--- src/rtl/cpu_pkg.sv ---
// Shared definitions for the multicycle CPU: next-PC select codes,
// fetch FSM states and reset defaults.
package cpu_pkg;

   typedef enum logic [1:0] {
      NPC_SEQ = 2'b00,
      NPC_BR  = 2'b01,
      NPC_J   = 2'b10,
      NPC_JR  = 2'b11
   } npc_sel_e;

   typedef enum logic [1:0] {
      ST_IDLE  = 2'b00,
      ST_FETCH = 2'b01,
      ST_DONE  = 2'b10
   } fetch_state_e;

   localparam logic [31:0] RESET_PC_DEFAULT = 32'h0000_3000;
   localparam int          IM_LAT_DEFAULT   = 1;

endpackage

--- src/rtl/npc_calc.sv ---
// Combinational next-PC selection: sequential, branch, jump and register jump,
// plus a flag for a register-jump target that is not word aligned.
module npc_calc
   import cpu_pkg::*;
(
   input  logic [31:0] pc,
   input  npc_sel_e    npc_sel,
   input  logic        br_taken,
   input  logic [15:0] imm16,
   input  logic [25:0] target26,
   input  logic [31:0] rs_val,
   output logic [31:0] npc,
   output logic        misalign
);

   logic [31:0] br_off;

   // Branch offset is counted in words, so sign-extend and scale by 4.
   assign br_off = {{14{imm16[15]}}, imm16, 2'b00};

   // NOTE: every output of a combinational block gets a default first,
   // otherwise an unassigned path infers a latch.
   always_comb begin
      npc      = pc;
      misalign = 1'b0;
      case (npc_sel)
         NPC_SEQ: npc = pc + 32'd4;
         NPC_BR:  if (br_taken) npc = pc + br_off;
         NPC_J:   npc = {pc[31:28], target26, 2'b00};
         NPC_JR: begin
            npc      = {rs_val[31:2], 2'b00};
            misalign = |rs_val[1:0];
         end
         default: npc = pc;
      endcase
   end

endmodule

--- src/rtl/fetch_unit.sv ---
// Instruction-fetch stage: owns the PC, drives the instruction memory word
// address from a latched fetch address and captures the returned word into IR.
module fetch_unit
   import cpu_pkg::*;
#(
   parameter logic [31:0] RESET_PC = RESET_PC_DEFAULT,
   parameter int          IM_LAT   = IM_LAT_DEFAULT
) (
   input  logic        clk,
   input  logic        rst,
   input  logic        fetch_req,
   input  logic        pc_wr,
   input  logic [1:0]  npc_sel,
   input  logic        br_taken,
   input  logic [15:0] imm16,
   input  logic [25:0] target26,
   input  logic [31:0] rs_val,
   output logic [9:0]  im_addr,
   input  logic [31:0] im_dout,
   output logic [31:0] ir,
   output logic [31:0] pc,
   output logic        busy,
   output logic        fetch_done,
   output logic        addr_err,
   output logic [31:0] instr_cnt
);

   localparam int             LAT_W    = (IM_LAT > 1) ? $clog2(IM_LAT) : 1;
   localparam logic [LAT_W-1:0] LAT_LAST = LAT_W'(IM_LAT - 1);

   fetch_state_e     state_q, state_d;
   logic [LAT_W-1:0] lat_cnt_q, lat_cnt_d;
   logic [9:0]       fa_q, fa_d;
   logic [31:0]      pc_q, pc_d;
   logic [31:0]      ir_q, ir_d;
   logic [31:0]      cnt_q, cnt_d;
   logic             err_q, err_d;
   logic             done_q, done_d;
   logic [31:0]      npc;
   logic             misalign;
   logic             capture;

   npc_calc u_npc_calc (
      .pc       (pc_q),
      .npc_sel  (npc_sel_e'(npc_sel)),
      .br_taken (br_taken),
      .imm16    (imm16),
      .target26 (target26),
      .rs_val   (rs_val),
      .npc      (npc),
      .misalign (misalign)
   );

   always_comb begin
      state_d   = state_q;
      lat_cnt_d = lat_cnt_q;
      fa_d      = fa_q;
      pc_d      = pc_q;
      ir_d      = ir_q;
      cnt_d     = cnt_q;
      err_d     = err_q;
      done_d    = 1'b0;
      capture   = 1'b0;

      case (state_q)
         ST_IDLE: begin
            if (fetch_req) begin
               fa_d      = pc_q[11:2];
               lat_cnt_d = '0;
               state_d   = ST_FETCH;
            end
         end
         ST_FETCH: begin
            if (lat_cnt_q == LAT_LAST) begin
               capture = 1'b1;
               state_d = ST_DONE;
            end else begin
               lat_cnt_d = lat_cnt_q + 1'b1;
            end
         end
         ST_DONE: begin
            done_d  = 1'b1;
            state_d = ST_IDLE;
         end
         default: state_d = ST_IDLE;
      endcase

      if (capture) begin
         ir_d  = im_dout;
         cnt_d = cnt_q + 32'd1;
         pc_d  = pc_q + 32'd4;
      end

      // A control-FSM PC write overrides the post-fetch increment.
      if (pc_wr) begin
         pc_d = npc;
         if (misalign) err_d = 1'b1;
      end
   end

   // NOTE: sequential state uses non-blocking assignments so every flop
   // samples the pre-edge values regardless of statement order.
   // NOTE: all control and datapath registers here are reset; there is no
   // memory array in this block that would need to be left unreset.
   always_ff @(posedge clk or negedge rst) begin
      if (!rst) begin
         state_q   <= ST_IDLE;
         lat_cnt_q <= '0;
         fa_q      <= RESET_PC[11:2];
         pc_q      <= RESET_PC;
         ir_q      <= '0;
         cnt_q     <= '0;
         err_q     <= 1'b0;
         done_q    <= 1'b0;
      end else begin
         state_q   <= state_d;
         lat_cnt_q <= lat_cnt_d;
         fa_q      <= fa_d;
         pc_q      <= pc_d;
         ir_q      <= ir_d;
         cnt_q     <= cnt_d;
         err_q     <= err_d;
         done_q    <= done_d;
      end
   end

   // The memory address comes only from the latched fetch address.
   assign im_addr    = fa_q;
   assign ir         = ir_q;
   assign pc         = pc_q;
   assign busy       = (state_q == ST_FETCH);
   assign fetch_done = done_q;
   assign addr_err   = err_q;
   assign instr_cnt  = cnt_q;

endmodule

--- config.mk ---
export PLATFORM = sky130hd
export DESIGN_NAME = fetch_unit
export DESIGN_NICKNAME = d
export VERILOG_FILES = /design/src/rtl/cpu_pkg.sv /design/src/rtl/npc_calc.sv /design/src/rtl/fetch_unit.sv
export SDC_FILE = /design/constraint.sdc
export NUM_CORES = 1
export LEC_CHECK = 0
export CAP_MARGIN = 10
export CORE_MARGIN = 1.5
export CORE_UTILIZATION = 45
export CTS_CLUSTER_DIAMETER = 150
export DETAILED_ROUTE_END_ITERATION = 10
export MAX_ROUTING_LAYER = met4
export PLACE_DENSITY = 0.8
export SYNTH_ARGS = -nofsm -noshare
export SYNTH_HDL_FRONTEND = slang
export SYNTH_HIERARCHICAL = 1
export SYNTH_SLANG_ARGS = --single-unit
--- constraint.sdc ---
create_clock -name clk -period 3.5 [get_ports clk]
set_input_delay 0.35 -clock clk [delete_from_list [all_inputs] [get_ports clk]]
set_output_delay 0.35 -clock clk [all_outputs]
set_load 0.01 [all_outputs]
Word-level counts from Yosys, hierarchy flattened
Cells that the tools add are included.
{"block": "word_totals", "reg_bits": 111, "inputBits": 113, "out_inout_bits": 109, "word_cells": 47}
{"block": "op_classes", "add_sub_neg": 4, "n_eq_ne": 9, "muxes": 14, "n_reduce_logical": 11}
{"op": "$pmux W32 S4", "n": 1}
{"op": "$mux W32", "n": 3}
{"op": "$add A32 B1 Y32 const B", "n": 1}
{"op": "$add A32 B3 Y32 const B", "n": 1}
{"op": "$add A32 B32 Y32", "n": 1}
{"op": "$reduce_and A2 Y1", "n": 5}
{"op": "$eq A2 B2 Y1 const B", "n": 3}
{"op": "$mux W1", "n": 6}
{"op": "$ne A2 B2 Y1 const B", "n": 3}
{"op": "$eq A2 B1 Y1 const B", "n": 2}
{"op": "$logic_not A2 Y1", "n": 2}
{"op": "$mux W2", "n": 2}
{"op": "$pmux W2 S2", "n": 1}
{"op": "$reduce_bool A2 Y1", "n": 2}
{"op": "$ne A3 B3 Y1 const B", "n": 1}
{"op": "$reduce_and A3 Y1", "n": 1}
{"op": "$pmux W1 S2", "n": 1}
{"op": "$reduce_or A2 Y1", "n": 1}
{"op": "$add A1 B1 Y1 const B", "n": 1}

Depth between registers and ports, before layout
{"block": "logic_depth", "depth_word": 4, "depth_mapped": 13, "mapped_depth_nobuf": 13}

By module
The synthesis kept the hierarchy.
{"mod": "fetch_unit", "instances": 1, "cells_per_inst": 417, "area_each_um2": 4884.7, "seq_area_each_um2": 2755.1}
{"mod": "npc_calc", "instances": 1, "cells_per_inst": 511, "area_each_um2": 3435.8, "seq_area_each_um2": 0.0}

Worst setup path after synthesis
Ideal clock, no wire load.
{"block": "synth_timing", "path_type": "register to register", "startpoint": "register pc_q[2] (netlist: pc[2])", "endpoint": "register pc_q[14] (netlist: pc[14])", "setup_ns": 0.124, "arrival_ns": 2.913, "t_required_ns": 3.376, "setup_slack_ns": 0.463, "stages_incl_launch_ff": 13, "path_buffers": 0, "period_less_slack_ns": 3.037, "path_cell_list": "dfrtp_1 > ha_1 > inv_1 > fa_1 > and2b_1 > o211ai_2 > a31o_4 > o21ai_0 > xnor2_1 > a21oi_1 > mux4_2 > nand2b_1 > o31a_1"}
{"block": "synth_between", "elab_chain_len": 4, "elab_cells_between_ends": 6, "cone_classes": "add/sub (2); mux (4)"}
{"item": "start, declared", "line": "fetch_unit.sv:34", "rtl": "logic [31:0] pc_q, pc_d;"}
{"item": "start signal, assigned", "line": "fetch_unit.sv:119", "rtl": "pc_q <= pc_d;"}
{"item": "$add A32 B32 Y32", "line": "npc_calc.sv:28", "rtl": "NPC_BR: if (br_taken) npc = pc + br_off;"}
{"item": "$mux W32", "line": "npc_calc.sv:28"}
{"item": "$pmux W32 S4 (*)", "line": "npc_calc.sv:26", "rtl": "case (npc_sel)"}
{"item": "named net npc[14]", "line": "fetch_unit.sv:39", "rtl": "logic [31:0] npc;"}
{"item": "$mux W32 (*)", "line": "fetch_unit.sv:95", "rtl": "if (pc_wr) begin"}
The timed path passes the listed nets; every way through them passes the cells marked *. The select of a mux whose other input is x is not followed.
A chain may end at the register's enable or synchronous reset.

Worst setup path after layout
{"block": "layout_timing", "startpoint": "input imm16[0]", "endpoint": "register pc_q[30] (netlist: pc[30])"}
{"block": "layout_between", "elab_chain_len": 4}
{"item": "start, declared", "line": "fetch_unit.sv:15", "rtl": "input logic [15:0] imm16,"}
{"item": "$add A32 B32 Y32", "line": "npc_calc.sv:28"}
{"item": "$mux W32", "line": "npc_calc.sv:28"}
{"item": "$pmux W32 S4", "line": "npc_calc.sv:26"}
{"item": "named net npc[30]", "line": "fetch_unit.sv:39"}
{"item": "$mux W32", "line": "fetch_unit.sv:95"}
The timed path passes the listed nets, and every way through them passes these cells. The select of a mux whose other input is x is not followed.

==> run summary <==
Die H - 139 µm
starting density of the core - 0.462
IO Count - 222
first-pass iteration count of the detailed router - 6
Num CTS Buffers - 9
endpoints failing hold - 0
Slew Viols, Final - 0
P per Cell Area - 477 mW/mm²
most frequent cells in the layout - clkdlybuf4s50_1 (218), dfrtp_1 (108), nor2_1 (72)
htree depth - 3
CTS tree - built
Critical Path RT - 3.69 ns
PortBufs - 221
wirelength, routed - 27.4 mm
unrepaired setup endpoints after global routing - no
Setup crit end kind - register
initial antenna violation count - 0
max-cap violations - 0
DR WL/cell - 19.6 µm
postcts setup bufs - 0
Post-synth EDFFs - 0
# diodes - 0
Crit Path Max Fanout - 4
Post-Route Skew - 0.0133 ns
FILL cells - 1511
CTS Sinks - 110
hold bufs inserted after CTS - 0
Worst Path Arrival - 3.40 ns
commonest non-fill, non-tap cell in the layout - clkdlybuf4s50_1
status - finished clean
Iter 0 DRT Violations - 739
top_reg_cell synth - dfrtp_1
Worst VDD drop - 0.000420 V
final setup violation count - 0
clk slew on worst S/H paths - 0.08 ns
type of origin of the critical path - input port
Clock Tree Buf Depth - 2
die area - 0.0193 mm²
post-synthesis area per instance - 8.97 µm²
PostCTS Resize Cnt - 0
GP Congestion - 0.988
Slew Limit Headroom - 0.356
DRC - 0
total congestion overflow - 0
cell area after synthesis - 0.00832 mm²
Syn-to-layout area delta - 35.9%
nets - 1309
Final Cycle Share - 0.916
Synth warnings - 6
largest net degree at the start of global routing - 111
core box area - 0.0180 mm²
post-synth cell types - 85
Worst-Margin Slew - 0.965 ns
DP Area - 0.0110 mm²
hold_ws - 0.0413 ns
LEAKAGE - 4.49 nW
vias per inst - 6.07
flop and latch count out of synthesis - 110
syn_nets - 1074
Clock Tree Root - clkbuf_16
dpl ws - -0.0359 ns
overall die width - 139 µm
Rows - 49
vias in the first global route - 8226
Async S/R FF share, synth - 1.00
fin worst setup slack - 0.295 ns
ANT nets after route - 0
first-pass GRT wire length - 43.7 mm
clock latency on the worst-skew pair - 0.36 ns
Overall Power - 5.40 mW
cell count after synthesis - 928
Design Area, Final - 0.0113 mm²
Core Util, Final - 0.627
fraction of layout cells with a size suffix above 1 - 0.129
Tmin final - 3.21 ns
Via Count - 8481
dpl hpwl - 20.6 mm
WS Path Type - in2reg
Seq/Total Area, Yosys - 0.331
Worst Hold Class - in2async
fmax - 312 MHz
Total Routing Usage GR - 0.288
[layer usage]
| metal | wire [µm] | vias to the layer above | track usage |
|---|---|---|---|
| met5 | 0 | - | - |
| met4 | 1310 | 0 | 0.134 |
| met3 | 1820 | 97 | 0.0487 |
| met2 | 13000 | 422 | 0.468 |
| met1 | 11200 | 4014 | 0.350 |
| li1 | - | 3948 | - |
[worst max-delay path, stage by stage]
cell	delay [ns]
clkdlybuf4s50_1	0.46
ha_1	0.16
inv_1	0.05
fa_1	0.39
and2b_1	0.24
o211ai_2	0.10
a31o_4	0.29
o31ai_4	0.34
nor2_2	0.10
o41a_1	0.41
a41oi_1	0.23
o31ai_1	0.10
nor2_1	0.11
a31oi_1	0.06
[cell usage after synthesis (21+ instances only)]
cell | n | share of area
o21ai_0 | 49 | 0.029
nand4_1 | 37 | 0.028
nand3_1 | 40 | 0.024
a31oi_1 | 21 | 0.016
dfrtp_1 | 108 | 0.32
clkbuf_1 | 32 | 0.014
nand2_1 | 70 | 0.032
mux2_2 | 50 | 0.068
ha_1 | 32 | 0.048
nor2_1 | 72 | 0.032
a21oi_1 | 57 | 0.034
xnor2_1 | 48 | 0.051
xor2_1 | 27 | 0.028
[per-stage QoR]
step	cells	setup TNS (ns)
global placement	1381	0
floorplan	928	0
finish	1397	0
detailed placement	1381	-0.0359
CTS	1397	0
global route	1397	0
[path summary, 6_finish.rpt]
path,start,to,slack (ns),cells after the start
max,imm16[0],pc[30],0.29,14
min,rst,instr_cnt[18],0.04,2
max reg2reg,pc[4],pc[27],0.32,9
min reg2reg,instr_cnt[31],instr_cnt[31],0.48,1
max in group asynchronous,rst,pc[23],3.00,2
min in group clk,instr_cnt[31],instr_cnt[31],0.48,1
[state kept, by name (all words and copies together), names as in the netlist]
signal      cells
instr_cnt      32
ir             32
pc             32
im_addr        10
state_q         2
addr_err        1
fetch_done      1
[kinds of logic (layout without fill, tap and decap cells)]
family,after synthesis,in the layout,synth area share
xor gates and xnor gates,75,75,0.0789
muxes,75,75,0.105
DFF,110,110,0.331
and+or+nand+nor,338,338,0.212
adders and majority gates,33,33,0.0505
buffers and inverters,65,305,0.0314
AOI/OAI and AO/OA,232,232,0.190
[power breakdown]
part	total, mW	switching (mW)	internal (mW)
registers	1.75	0.212	1.53
clock network	1.06	0.542	0.517
logic	2.59	1.29	1.31
[cell type report]
class	count	area, µm²	area share
Sequential cell	110	2760	0.244
Clock buffer	9	225	0.0199
Tap cell	229	287	0.0253
Inverter	20	75.1	0.00664
Multi-Input combinational cell	753	5310	0.470
Timing Repair Buffer	269	2570	0.228
Clock inverter	7	81.3	0.00719
Power figures use the tool's default switching activity.
==> RTL edit 1 (config.mk and constraints unchanged) <==
Re-encode `fetch_state_e` (3 states) as one-hot, 3 bits wide.
--- a/src/rtl/cpu_pkg.sv
+++ b/src/rtl/cpu_pkg.sv
@@ -11,6 +11,6 @@
 
-   typedef enum logic [1:0] {
-      ST_IDLE  = 2'b00,
-      ST_FETCH = 2'b01,
-      ST_DONE  = 2'b10
+   typedef enum logic [2:0] {
+      ST_IDLE  = 3'b001,
+      ST_FETCH = 3'b010,
+      ST_DONE  = 3'b100
    } fetch_state_e;
Check against the original RTL: no difference found for any inputs over 10 cycles, from zero or initial values and one cycle with rst low; not proved beyond that.
==> RTL edit 1 against the original RTL <==
- area after synthesis rose by 2.0%
- critical path type unchanged
- total power grew 9.6%
- sequential cell count increased by 1
- largest power group unchanged
- worst hold slack better by 0.10 ns
- global-route usage is 1.6 points higher
- wire length rose by 6.9%
- final area grew 2.6%
- setup slack gained 0.10 ns
==> RTL edit 1: results (changes against the original RTL) <==
| Metric | Value |
|---|---|
| Status | complete, no violations (unchanged) |
| Placed Cells incl. Taps | 1431 (was 1381) |
| Worst vdd ir | 0.461 mV (was 0.420 mV) |
| Clock latency on the worst-skew pair | about 0.35 ns |
| Post-Syn Instances | 957 (was 928) |
| Sequential cell area fraction in the yosys report | 0.328 (was 0.331) |
| Final HPWL DP | 22.3 mm (was 20.6 mm) |
| GP Congestion | 0.988 (about the same) |
| Number of buffers added for setup after CTS | 0 (unchanged) |
| R2R Path Start | pc[6] (was pc[4]) |
| Count of input and output buffers | 221 (unchanged) |
| Drt via density | 6.12 (was 6.07) |
| Top cells by count, synth | 108 x dfrtp_1, 83 x nand2_1, 70 x nor2_1 (was 108 x dfrtp_1, 72 x nor2_1, 70 x nand2_1) |
| Iter 0 DRT Violations | 779 (was 739) |
| Final wirelength | 29.3 mm (was 27.4 mm) |
| Gr usage total | 0.305 (was 0.288) |
| Met2 layer usage reported by global route | 0.489 (was 0.468) |
| Grt met1 use | 0.369 (was 0.350) |
| Antenna violations before repair | 1 (was 0) |
| # nets final | 1354 (was 1309) |
| Syn nets | 1103 (was 1074) |
| CTS buffer count | 9 (unchanged) |
| Yosys cell types | 79 (was 85) |
| Crit path DAT | 3.33 ns (was 3.40 ns) |
| Via Count | 8855 (was 8481) |
| First-pass GRT wire length | 45.8 mm (was 43.7 mm) |
| FFs w/ async S/R, synth | 1.00 (unchanged) |
| GR Layer Usage met3 | 0.0523 (was 0.0487) |
| Clock Root Buffer | clkbuf_16 (unchanged) |
| Top cells by area, synth | dfrtp_1 32%, mux2_2 6.6%, ha_1 4.7% (was dfrtp_1 32%, mux2_2 6.8%, xnor2_1 5.1%) |
| CP startpoint | imm16[0] (unchanged) |
| Max-slew headroom | 0.359 (was 0.356) |
| Worst clock skew | 0.0144 ns (was 0.0133 ns) |
| Post-DP Area | 0.0113 mm^2 (was 0.0110 mm^2) |
| Clock Tree Buf Depth | 2 (unchanged) |
| Worst-path clk slew | 0.08 ns (about the same) |
| Leak | 4.69 nW (was 4.49 nW) |
| Drt drc | 0 (unchanged) |
| Layout cells sized above 1 | 0.140 (was 0.129) |
| Vias in the first global route | 8578 (was 8226) |
| Largest net degree at the start of global routing | 74 (was 111) |
-- RTL edit 1: changes by cell type after synthesis, moves of 4 or more --
cell and change:
and4_1 +5, or4_1 +6, xnor2_1 -14, nand2_1 +13, nor4_1 +4, xor2_1 +13
o211ai_1 +6, nand4_1 -7
-- RTL edit 1: layer usage --
layer / up-vias / wire length (um) / part of all wire
met4: 0 / 1480 / 0.051
li1: 4084 / - / -
met3: 81 / 2260 / 0.077
met2: 471 / 13900 / 0.48
met5: - / 0 / 0
met1: 4219 / 11600 / 0.40
-- RTL edit 1: layout make-up --
class                           instances  area [um^2]
Inverter                               23         86.3
Timing Repair Buffer                  286         2690
Clock inverter                          6         61.3
Clock buffer                           10          239
Sequential cell                       111         2780
Antenna cell                            1         2.50
Tap cell                              234          293
Multi-Input combinational cell        777         5450
Fill cell                            1543         6980
-- RTL edit 1: where the power goes --
group          total, mW  internal [mW]  switching [mW]
sequential          1.91           1.63           0.279
combinational       2.98           1.54            1.43
clock               1.03          0.521           0.509
-- RTL edit 1: cell families after synthesis --
| group | after synthesis | share of synthesized area |
|---|---|---|
| xor+xnor | 74 | 0.0763 |
| buf+inv | 69 | 0.0315 |
| flops | 111 | 0.328 |
| simple gates | 364 | 0.225 |
| fa+ha+maj | 33 | 0.0495 |
| mux | 74 | 0.102 |
| compound gates | 232 | 0.187 |
-- RTL edit 1: final timing paths --
path | slack (ns) | to | depth (start not counted)
min reg2reg | 0.46 | addr_err | 1
min | 0.14 | instr_cnt[31] | 1
max reg2reg | 0.46 | pc[19] | 11
max in group asynchronous | 2.45 | state_q[0] | 2
max | 0.40 | pc[30] | 14
min in group clk | 0.46 | addr_err | 1
-- RTL edit 1: worst register-to-register path, cell delays in order (launching register included) --
cell and delay (ns):
dfrtp_1 0.41, ha_1 0.37, a21oi_2 0.21, nand2_1 0.13, o2111ai_2 0.28, nand3_2 0.15
o31ai_4 0.39, xnor2_1 0.18, a21oi_1 0.09, mux4_2 0.47, nand2_1 0.07, o311ai_0 0.13
-- RTL edit 1: per-stage QoR --
step,worst slack (ns),hold slack (ns),total power [mW]
after detailed placement,0.0492,0.447,4.85
after CTS,0.411,0.179,5.92
after floorplan,0.474,0.0544,3.40
final,0.397,0.145,5.91
after global routing,0.241,0.218,6.24
after global placement,0.0827,0.442,4.80
==> RTL edit 2 (config.mk and constraints unchanged) <==
Without the edit above. The package constant `IM_LAT_DEFAULT` goes from 1 to 2.
--- a/src/rtl/cpu_pkg.sv
+++ b/src/rtl/cpu_pkg.sv
@@ -18,3 +18,3 @@
    localparam logic [31:0] RESET_PC_DEFAULT = 32'h0000_3000;
-   localparam int          IM_LAT_DEFAULT   = 1;
+   localparam int          IM_LAT_DEFAULT   = 2;
 
Check against the original RTL: not equivalent (a bounded check fails within 4 cycles, from zero or initial values and one cycle with rst low).
==> RTL edit 2 against the original RTL <==
- sequential power is 11% higher
- wire length is 5.4% higher
- total power is 14% higher
- die area is 1.5% higher
- first-iteration DRC count is 21% lower
- final cell count is 6.1% higher
- final area is 1.3% higher
- area after synthesis is 1.5% higher
- register-to-register slack better by 0.14 ns
- sequential cell count is 1 higher
- setup slack better by 0.094 ns
- critical path depth stayed put
- critical path type unchanged
- largest cell class unchanged
==> RTL edit 2: results (changes against the original RTL) <==
| Metric | Value |
|---|---|
| R2R Path Start | pc[2] (was pc[4]) |
| Yosys cell types | 88 (was 85) |
| Placed Cells incl. Taps | 1466 (was 1381) |
| Net Sw Frac | 0.402 (was 0.378) |
| Worst clock skew | 0.0139 ns (was 0.0133 ns) |
| Via Count | 8805 (was 8481) |
| Fmax | 321 MHz (was 312 MHz) |
| Int Power | 3.68 mW (was 3.36 mW) |
| Final wirelength | 28.9 mm (was 27.4 mm) |
| Top cells by count, synth | 174 x nand2_1, 109 x dfrtp_1, 76 x nor2_1 (was 108 x dfrtp_1, 72 x nor2_1, 70 x nand2_1) |
| Synth Area in XOR/XNOR | 0.0746 (was 0.0789) |
| Iter 0 DRT Violations | 586 (was 739) |
| Max-slew headroom | 0.412 (was 0.356) |
| Worst Hold Margin | 0.0590 ns (was 0.0413 ns) |
| Status | complete, no violations (unchanged) |
| Gr usage total | 0.301 (was 0.288) |
| Mux contribution to synthesized area | 0.0586 (was 0.105) |
| Synth Area in Compound Gates | 0.188 (was 0.190) |
| Drt via density | 5.94 (was 6.07) |
| Fraction of the mapped netlist area in adder cells | 0.0498 (was 0.0505) |
| Final HPWL DP | 22.0 mm (was 20.6 mm) |
| First-pass GRT wire length | 45.4 mm (was 43.7 mm) |
| Reg2reg setup slack | 0.46 ns (was 0.32 ns) |
| Layout cells sized above 1 | 0.110 (was 0.129) |
| Worst reg2reg path endpoint | pc[30] (was pc[27]) |
| Top cells by area, synth | dfrtp_1 32%, nand2_1 7.7%, xnor2_1 5.3% (was dfrtp_1 32%, mux2_2 6.8%, xnor2_1 5.1%) |
| FF-to-FF path depth | 13 (was 9) |
RTL edit 2: cell count changes after synthesis, moves of 4 or more:
| cell | delta |
|---|---|
| nand2_1 | +104 |
| mux2_2 | -33 |
| xor2_1 | -6 |
| nor4_1 | -5 |
| and3_1 | -4 |
| buf_1 | +4 |
| clkbuf_1 | -4 |
| inv_1 | +4 |
| nand4_1 | -4 |
| nor2_1 | +4 |
RTL edit 2: layout make-up:
cell class	instances	area [um^2]
timing repair buffer	280	2660
inverter	25	93.8
clock inverter	7	67.6
tap	229	287
clock buffer	9	225
multi-input combinational	821	5340
sequential	111	2780
fill	1559	6760
RTL edit 2: cell families after synthesis:
group | count (synthesis)
AO/OA/AOI/OAI | 234
multiplexers | 41
XOR/XNOR | 72
buffers and inverters | 74
adder cells (fa/ha/maj) | 33
flip-flops | 111
AND/OR/NAND/NOR | 441
RTL edit 2: routing by layer:
metal	global-route usage	wire, um
met5	-	0
met2	0.485	13700
met3	0.0523	1900
met4	0.159	1580
met1	0.363	11700
